**config.mk**
```make
export PLATFORM = sky130hd
export DESIGN_NAME = geiger_frame_packer
export DESIGN_NICKNAME = d
export VERILOG_FILES = /design/src/rtl/frame_pkg.sv /design/src/rtl/frame_fifo.sv /design/src/rtl/geiger_frame_packer.sv
export SDC_FILE = /design/constraint.sdc
export NUM_CORES = 1
export LEC_CHECK = 0
export BUFFER_PORTS_ARGS = -buffer_cell sky130_fd_sc_hd__buf_2
export CAP_MARGIN = 20
export CORE_ASPECT_RATIO = 0.8
export CORE_MARGIN = 2
export CORE_UTILIZATION = 54
export CTS_CLUSTER_DIAMETER = 30
export DETAILED_ROUTE_END_ITERATION = 12
export PLACE_DENSITY = 0.71
export SLEW_MARGIN = 25
export SYNTH_ARGS = -nofsm -noshare
export SYNTH_HDL_FRONTEND = slang
export SYNTH_SLANG_ARGS = --single-unit
```
**constraint.sdc**
```tcl
create_clock -name CLK_1MHZ -period 5.25 [get_ports CLK_1MHZ]
set_clock_uncertainty 0.1 [all_clocks]
set_input_delay 1.05 -clock CLK_1MHZ [delete_from_list [all_inputs] [get_ports CLK_1MHZ]]
set_output_delay 1.05 -clock CLK_1MHZ [all_outputs]
set_load 0.05 [all_outputs]
```
**src/rtl/frame_pkg.sv**
```systemverilog
// Shared types and constants for the Geiger frame packer: serialiser states,
// default sync byte, CRC-8 polynomial and frame-length helper.
package frame_pkg;

    typedef enum logic [2:0] {
        ST_IDLE,
        ST_SYNC,
        ST_CHID,
        ST_TS,
        ST_DATA,
        ST_CHK
    } ser_state_t;

    localparam logic [7:0] SYNC_BYTE_DEFAULT = 8'hA5;
    localparam logic [7:0] CRC8_POLY         = 8'h07;

    // Channel index field in a FIFO entry; wide enough for 16 channels.
    localparam int CH_ID_W = 4;

    function automatic int frame_len(input int ts_w, input int ch_w);
        return 3 + ts_w / 8 + ch_w / 8;
    endfunction

    function automatic logic [7:0] crc8_byte(input logic [7:0] crc, input logic [7:0] b);
        logic [7:0] c;
        c = crc ^ b;
        for (int i = 0; i < 8; i++) begin
            c = c[7] ? ((c << 1) ^ CRC8_POLY) : (c << 1);
        end
        return c;
    endfunction

endpackage

```
**src/rtl/frame_fifo.sv**
```systemverilog
// Synchronous frame FIFO with extra-bit pointers and an occupancy output.
module frame_fifo #(
    parameter int WIDTH = 8,
    parameter int DEPTH = 4
) (
    input  logic                     clk,
    input  logic                     rst_n,
    input  logic                     push,
    input  logic [WIDTH-1:0]         wdata,
    input  logic                     pop,
    output logic [WIDTH-1:0]         rdata,
    output logic                     full,
    output logic                     empty,
    output logic [$clog2(DEPTH):0]   level
);
    localparam int AW = $clog2(DEPTH);

    logic [WIDTH-1:0] mem [DEPTH];
    logic [AW:0]      wr_ptr;
    logic [AW:0]      rd_ptr;
    logic             wr_en;
    logic             rd_en;

    assign empty = (wr_ptr == rd_ptr);
    assign full  = (wr_ptr[AW] != rd_ptr[AW]) && (wr_ptr[AW-1:0] == rd_ptr[AW-1:0]);
    assign level = wr_ptr - rd_ptr;
    assign rdata = mem[rd_ptr[AW-1:0]];

    // A push into a full FIFO is legal only when the head leaves the same cycle.
    assign rd_en = pop && !empty;
    assign wr_en = push && (!full || rd_en);

    always_ff @(posedge clk) begin
        if (wr_en) begin
            mem[wr_ptr[AW-1:0]] <= wdata;
        end
    end

    always_ff @(posedge clk or negedge rst_n) begin
        if (!rst_n) begin
            wr_ptr <= '0;
            rd_ptr <= '0;
        end else begin
            if (wr_en) wr_ptr <= wr_ptr + 1'b1;
            if (rd_en) rd_ptr <= rd_ptr + 1'b1;
        end
    end

endmodule

```
**src/rtl/geiger_frame_packer.sv**
```systemverilog
// Captures timestamped channel words and serialises them as byte frames.
// Define FRAME_CRC_EN to replace the XOR check byte with CRC-8 (poly 0x07).
//
// state | meaning
// IDLE  | no frame in flight, waiting for a FIFO entry
// SYNC  | presenting the sync byte (FRAME_START high)
// CHID  | presenting the zero-extended channel index
// TS    | presenting timestamp bytes, MSB first
// DATA  | presenting channel data bytes, MSB first
// CHK   | presenting the check byte over CHID..DATA
module geiger_frame_packer
    import frame_pkg::*;
#(
    parameter int         NUM_CH     = 2,
    parameter int         CH_WIDTH   = 80,
    parameter int         TS_WIDTH   = 24,
    parameter int         FIFO_DEPTH = 4,
    parameter logic [7:0] SYNC_BYTE  = SYNC_BYTE_DEFAULT
) (
    input  logic                         CLK_1MHZ,
    input  logic                         RESET,
    input  logic [TS_WIDTH-1:0]          TIMESTAMP,
    input  logic [NUM_CH*CH_WIDTH-1:0]   CH_DATA,
    input  logic [NUM_CH-1:0]            CH_VALID,
    output logic [7:0]                   BYTE_OUT,
    output logic                         BYTE_VALID,
    input  logic                         BYTE_READY,
    output logic                         FRAME_START,
    output logic [7:0]                   DROP_COUNT,
    output logic [$clog2(FIFO_DEPTH):0]  FIFO_LEVEL
);
    localparam int         HOLD_W    = TS_WIDTH + CH_WIDTH;
    localparam int         ENTRY_W   = CH_ID_W + HOLD_W;
    localparam logic [7:0] TS_LAST   = 8'(TS_WIDTH / 8 - 1);
    localparam logic [7:0] DATA_LAST = 8'(CH_WIDTH / 8 - 1);

    logic [HOLD_W-1:0]   hold [NUM_CH];
    logic [NUM_CH-1:0]   pending;
    logic [NUM_CH-1:0]   take;
    logic [NUM_CH-1:0]   drop;
    logic                found;
    logic                push_valid;
    logic [CH_ID_W-1:0]  push_sel;
    logic [HOLD_W-1:0]   push_word;
    logic [4:0]          drop_num;
    logic [8:0]          drop_sum;

    logic                fifo_full;
    logic                fifo_empty;
    logic                fifo_pop;
    logic [ENTRY_W-1:0]  fifo_rdata;

    ser_state_t          state;
    logic [CH_ID_W-1:0]  sh_id;
    logic [TS_WIDTH-1:0] sh_ts;
    logic [CH_WIDTH-1:0] sh_data;
    logic [7:0]          chk;
    logic [7:0]          cnt;
    logic                fire;

    function automatic logic [7:0] chk_next(input logic [7:0] acc, input logic [7:0] b);
`ifdef FRAME_CRC_EN
        return crc8_byte(acc, b);
`else
        return acc ^ b;
`endif
    endfunction

    // Lowest-index pending channel wins the single push slot.
    always_comb begin
        found     = 1'b0;
        push_sel  = '0;
        push_word = '0;
        for (int i = 0; i < NUM_CH; i++) begin
            if (pending[i] && !found) begin
                found     = 1'b1;
                push_sel  = CH_ID_W'(i);
                push_word = hold[i];
            end
        end
    end

    assign push_valid = found && !fifo_full;

    always_comb begin
        take     = '0;
        drop     = '0;
        drop_num = '0;
        for (int i = 0; i < NUM_CH; i++) begin
            take[i]  = push_valid && (push_sel == CH_ID_W'(i));
            drop[i]  = CH_VALID[i] && pending[i] && !take[i];
            drop_num = drop_num + 5'(drop[i]);
        end
        drop_sum = 9'(DROP_COUNT) + 9'(drop_num);
    end

    always_ff @(posedge CLK_1MHZ or negedge RESET) begin
        if (!RESET) begin
            pending    <= '0;
            DROP_COUNT <= '0;
            for (int i = 0; i < NUM_CH; i++) begin
                hold[i] <= '0;
            end
        end else begin
            for (int i = 0; i < NUM_CH; i++) begin
                if (CH_VALID[i] && (!pending[i] || take[i])) begin
                    hold[i]    <= {TIMESTAMP, CH_DATA[i*CH_WIDTH +: CH_WIDTH]};
                    pending[i] <= 1'b1;
                end else if (take[i]) begin
                    pending[i] <= 1'b0;
                end
            end
            DROP_COUNT <= (drop_sum > 9'd255) ? 8'hFF : drop_sum[7:0];
        end
    end

    frame_fifo #(
        .WIDTH (ENTRY_W),
        .DEPTH (FIFO_DEPTH)
    ) u_fifo (
        .clk   (CLK_1MHZ),
        .rst_n (RESET),
        .push  (push_valid),
        .wdata ({push_sel, push_word}),
        .pop   (fifo_pop),
        .rdata (fifo_rdata),
        .full  (fifo_full),
        .empty (fifo_empty),
        .level (FIFO_LEVEL)
    );

    assign fire     = BYTE_VALID && BYTE_READY;
    assign fifo_pop = !fifo_empty && ((state == ST_IDLE) || ((state == ST_CHK) && fire));

    always_ff @(posedge CLK_1MHZ or negedge RESET) begin
        if (!RESET) begin
            state       <= ST_IDLE;
            BYTE_OUT    <= '0;
            BYTE_VALID  <= 1'b0;
            FRAME_START <= 1'b0;
            sh_id       <= '0;
            sh_ts       <= '0;
            sh_data     <= '0;
            chk         <= '0;
            cnt         <= '0;
        end else begin
            case (state)
                ST_IDLE: begin
                    if (fifo_pop) begin
                        state       <= ST_SYNC;
                        BYTE_OUT    <= SYNC_BYTE;
                        BYTE_VALID  <= 1'b1;
                        FRAME_START <= 1'b1;
                        {sh_id, sh_ts, sh_data} <= fifo_rdata;
                        chk         <= '0;
                    end
                end
                ST_SYNC: begin
                    if (fire) begin
                        state       <= ST_CHID;
                        BYTE_OUT    <= 8'(sh_id);
                        FRAME_START <= 1'b0;
                    end
                end
                ST_CHID: begin
                    if (fire) begin
                        state    <= ST_TS;
                        chk      <= chk_next(chk, BYTE_OUT);
                        BYTE_OUT <= sh_ts[TS_WIDTH-1 -: 8];
                        sh_ts    <= sh_ts << 8;
                        cnt      <= TS_LAST;
                    end
                end
                ST_TS: begin
                    if (fire) begin
                        chk <= chk_next(chk, BYTE_OUT);
                        if (cnt == 8'd0) begin
                            state    <= ST_DATA;
                            BYTE_OUT <= sh_data[CH_WIDTH-1 -: 8];
                            sh_data  <= sh_data << 8;
                            cnt      <= DATA_LAST;
                        end else begin
                            BYTE_OUT <= sh_ts[TS_WIDTH-1 -: 8];
                            sh_ts    <= sh_ts << 8;
                            cnt      <= cnt - 8'd1;
                        end
                    end
                end
                ST_DATA: begin
                    if (fire) begin
                        if (cnt == 8'd0) begin
                            state    <= ST_CHK;
                            BYTE_OUT <= chk_next(chk, BYTE_OUT);
                        end else begin
                            chk      <= chk_next(chk, BYTE_OUT);
                            BYTE_OUT <= sh_data[CH_WIDTH-1 -: 8];
                            sh_data  <= sh_data << 8;
                            cnt      <= cnt - 8'd1;
                        end
                    end
                end
                ST_CHK: begin
                    if (fire) begin
                        // Chain straight into the next frame with no idle cycle.
                        if (fifo_pop) begin
                            state       <= ST_SYNC;
                            BYTE_OUT    <= SYNC_BYTE;
                            FRAME_START <= 1'b1;
                            {sh_id, sh_ts, sh_data} <= fifo_rdata;
                            chk         <= '0;
                        end else begin
                            state      <= ST_IDLE;
                            BYTE_OUT   <= '0;
                            BYTE_VALID <= 1'b0;
                        end
                    end
                end
                default: begin
                    state      <= ST_IDLE;
                    BYTE_VALID <= 1'b0;
                end
            endcase
        end
    end

endmodule
```
==> impl_results.md <==
- Post-DRT Antenna Nets: 0
- Netlist cell types: 62
- Worst hold path class: in2async
- Clk_lat worst skew: 0.70 ns
- CTS tree: done
- Most common library cells after synthesis: edfxtp_1 (420), dfrtp_1 (358), mux2_2 (343)
- Commonest register cell after synthesis: edfxtp_1
- CP max-delay cell: dfrtp_4
- Seq/Total Area, Yosys: around 68%
- Total core area: 57900 sq um
- FFs w/ async S/R, synth: a little under half
- Initial Util: a little over half
- Outcome: completed
- Slew Limit Fails: 0
- Synth Net Count: about 2000
- Syn. warnings: 0
- Net Sw Frac: 26.2%
- Root Buffer: clkbuf_16
- Post-CTS Setup Bufs: 0
- Count leader, synth: edfxtp_1
- Cell area after synthesis: 31500 sq um
- Via count: 17100
- DP Area: 33300 sq um
- Iter 0 DRT Violations: 1113
- Final Cell Area: 38000 sq um
- Final count of hold timing violations: 0
- Post-Syn Area per Cell: roughly 18 sq um
- Congestion Overflow GR: 0
- Cells along the critical path: inv_1 -> ha_1 -> and2_1 -> a221oi_4 -> buf_4 -> or2_1 -> o21ai_1 -> a22o_1
- # hold bufs at CTS: 0
- Clk slew on worst S/H paths: 0.05 ns
- Final Critical Period: 3.97 ns
- Reg power frac: 43.5%
- Post-CTS sizing: 0
- Vias in the first global route: 17900
- Slew margin rel.: a little under two fifths
- Final WL: between 60000 and 70000 um
- Final cycle utilization of the critical path: 75.6%
- RSZ-0062 raised after global routing: false
- IO Port Bufs: 209
- Top Ports: 210
- Clk pwr share: between 40 and 50%
- Clock sink count: 778
- Chip Width: 274 um
- Combinational Power Share: 16.2%
- Die area: about 60000 sq um
- Layout area overhead: 20.6%
- EDFF count, synth: 420
- Post-DR wirelength/cell: between 20 and 25 um
- Crit-path max cell delay: approximately 1 ns
- Synth area leaders: edfxtp_1 (40%), dfrtp_1 (28%), mux2_2 (12%)
- Worst Tran Pin Value: 0.937 ns
- Antenna cell count: 0
- Final setup viols: 0
- Largest net degree at the start of global routing: 108
- Lkg Pwr: 15.2 nW
- First-pass GRT wire length: just over 100000 um
- Share of cells above drive strength 1: 44.6%
- Initial antenna violation count: 0
- CTS Buffer Depth: 3
- Max cap viols: 0
- Routability congestion estimate: ~0.81
- Pwr per Cell Area: between 500 and 600 nW/um^2
- Dpl hpwl: 39700 um
- Seq cells post-synth: 778
- Rows: 79
- Setup TNS: 0 ns
- Crit path arrival time: 4.44 ns
- Routed vias/inst: ~5.9
- Crit path capture type: register
- H-tree Lvls: 4
- Worst setup SP type: register
- Die H: 220 um
- Internal power: ~16 mW
- Area leader, netlist: edfxtp_1
- NetSw: around 5.8 mW
- Mapped Cells: 1757
- Tot GR Track Use: 22.8%
- Max VDD drop: about 0.49 mV
- Detailed Routing Iterations Pass 1: 5
- WP data required: roughly 5.7 ns
- Total CTS buffers: 131
- Fmax: 252 MHz
- Number of buffers and inverters on the critical path: 2
- Kind of cell adding the most delay to the critical path: compound AO/OA/AOI/OAI gates
- DRC errors left: 0
- Flop-to-flop setup slack: between 1 and 1.5 ns
- Top-area cell type share of the netlist area: between 30% and 40%
- Critical-path maximum fanout: 53
- Setup CP Type: reg2reg
- Fin nets: 2224
==> final timing paths <==
kind                                         startpoint                           end  cells past startpoint
setup / recovery           u_fifo.rd_ptr[1]$_DFFE_PN0P_          sh_ts[1]$_DFFE_PN0P_                      8
hold / removal                                    RESET         hold[149]$_DFFE_PN0P_                      1
setup reg to reg           u_fifo.rd_ptr[1]$_DFFE_PN0P_          sh_ts[1]$_DFFE_PN0P_                      8
hold reg to reg                 sh_data[27]$_DFFE_PN0P_       sh_data[27]$_DFFE_PN0P_                      1
max in group asynchronous                         RESET  u_fifo.rd_ptr[0]$_DFFE_PN0P_                      2
min in group CLK_1MHZ           sh_data[27]$_DFFE_PN0P_       sh_data[27]$_DFFE_PN0P_                      1
==> layout make-up <==
class	instances	area (sq um)
clock buffers	153	3550
multi-input cells	860	9380
fillers	3855	19900
clock inverters	91	1130
inverters	11	41.3
flip-flops and latches	778	21600
well taps	769	962
repair buffers	242	1400
==> through the flow <==
step / power, mW / instances / hold slack (ns) / util [%] / setup WS, ns
detailed placement: 13.2 / 2659 / 0.393 / 57.6 / 1.32
global route: 22.9 / 2904 / 0.368 / 65.7 / 1.06
floorplan: 11.9 / 1757 / 0.361 / - / 0.0295
CTS: 22.2 / 2903 / 0.330 / 65.6 / 1.26
global placement: 13.0 / 2659 / 0.387 / 57.6 / 1.35
finish: 22.0 / 2904 / 0.320 / 65.7 / 1.28
==> metal layers <==
layer  track usage (%)  up-vias  wire [um]
met5                 0        -          0
met4              8.71        0       1430
met3              5.00      104       4210
met2              34.3      526      31200
met1              33.1     8978      30000
li1                  -     7498          -
==> cell families (layout without fill, tap and decap cells) <==
kind of cell	after synthesis	count (layout)	synth area share [%]
flip-flops	778	778	68.4
multiplexers	462	462	20.3
AO/OA/AOI/OAI	244	244	6.16
AND/OR/NAND/NOR	128	128	2.21
buffers and inverters	119	497	1.99
XOR/XNOR	15	15	0.440
adder cells (fa/ha/maj)	11	11	0.484
==> cells in the final DEF (no fill, tap or decap), types with 18 or more instances in the layout <==
cell type,n
a22o_1,131
buf_2,208
buf_4,24
bufinv_16,20
clkbuf_16,136
clkinv_2,18
dfrtp_1,355
edfxtp_1,420
mux2_2,343
mux4_2,105
nand2_1,29
nand2b_1,22
nor2_1,25
o21ai_0,23
o22ai_1,18
==> sequential cells by signal, summed over array words and instances (netlist names) <==
signal and cells:
cnt 8, u_fifo.wr_ptr 3, state 3, u_fifo.mem 420
DROP_COUNT 8, chk 8, BYTE_VALID 1, sh_ts 24
sh_data 80, pending 2, FRAME_START 1, hold 208
BYTE_OUT 8, sh_id 1, u_fifo.rd_ptr 3
==> worst register-to-register path: stages (launching register included) <==
cell      delay (ns)
dfrtp_4         1.01
inv_1           0.15
ha_1            0.32
and2_1          0.21
a221oi_4        0.33
buf_4           0.34
or2_1           0.57
o21ai_1         0.46
a22o_1          0.36
==> power groups by stage <==
| stage | clock (mW) | sequential, mW | combinational, mW |
|---|---|---|---|
| after floorplan | 0 | 9.59 | 2.35 |
| after global placement | 0 | 9.52 | 3.48 |
| after detailed placement | 0 | 9.65 | 3.58 |
| after CTS | 9.00 | 9.57 | 3.60 |
| after global routing | 9.32 | 9.73 | 3.83 |
| final | 8.88 | 9.56 | 3.55 |
Note: power is estimated with default switching activity, not from simulation.
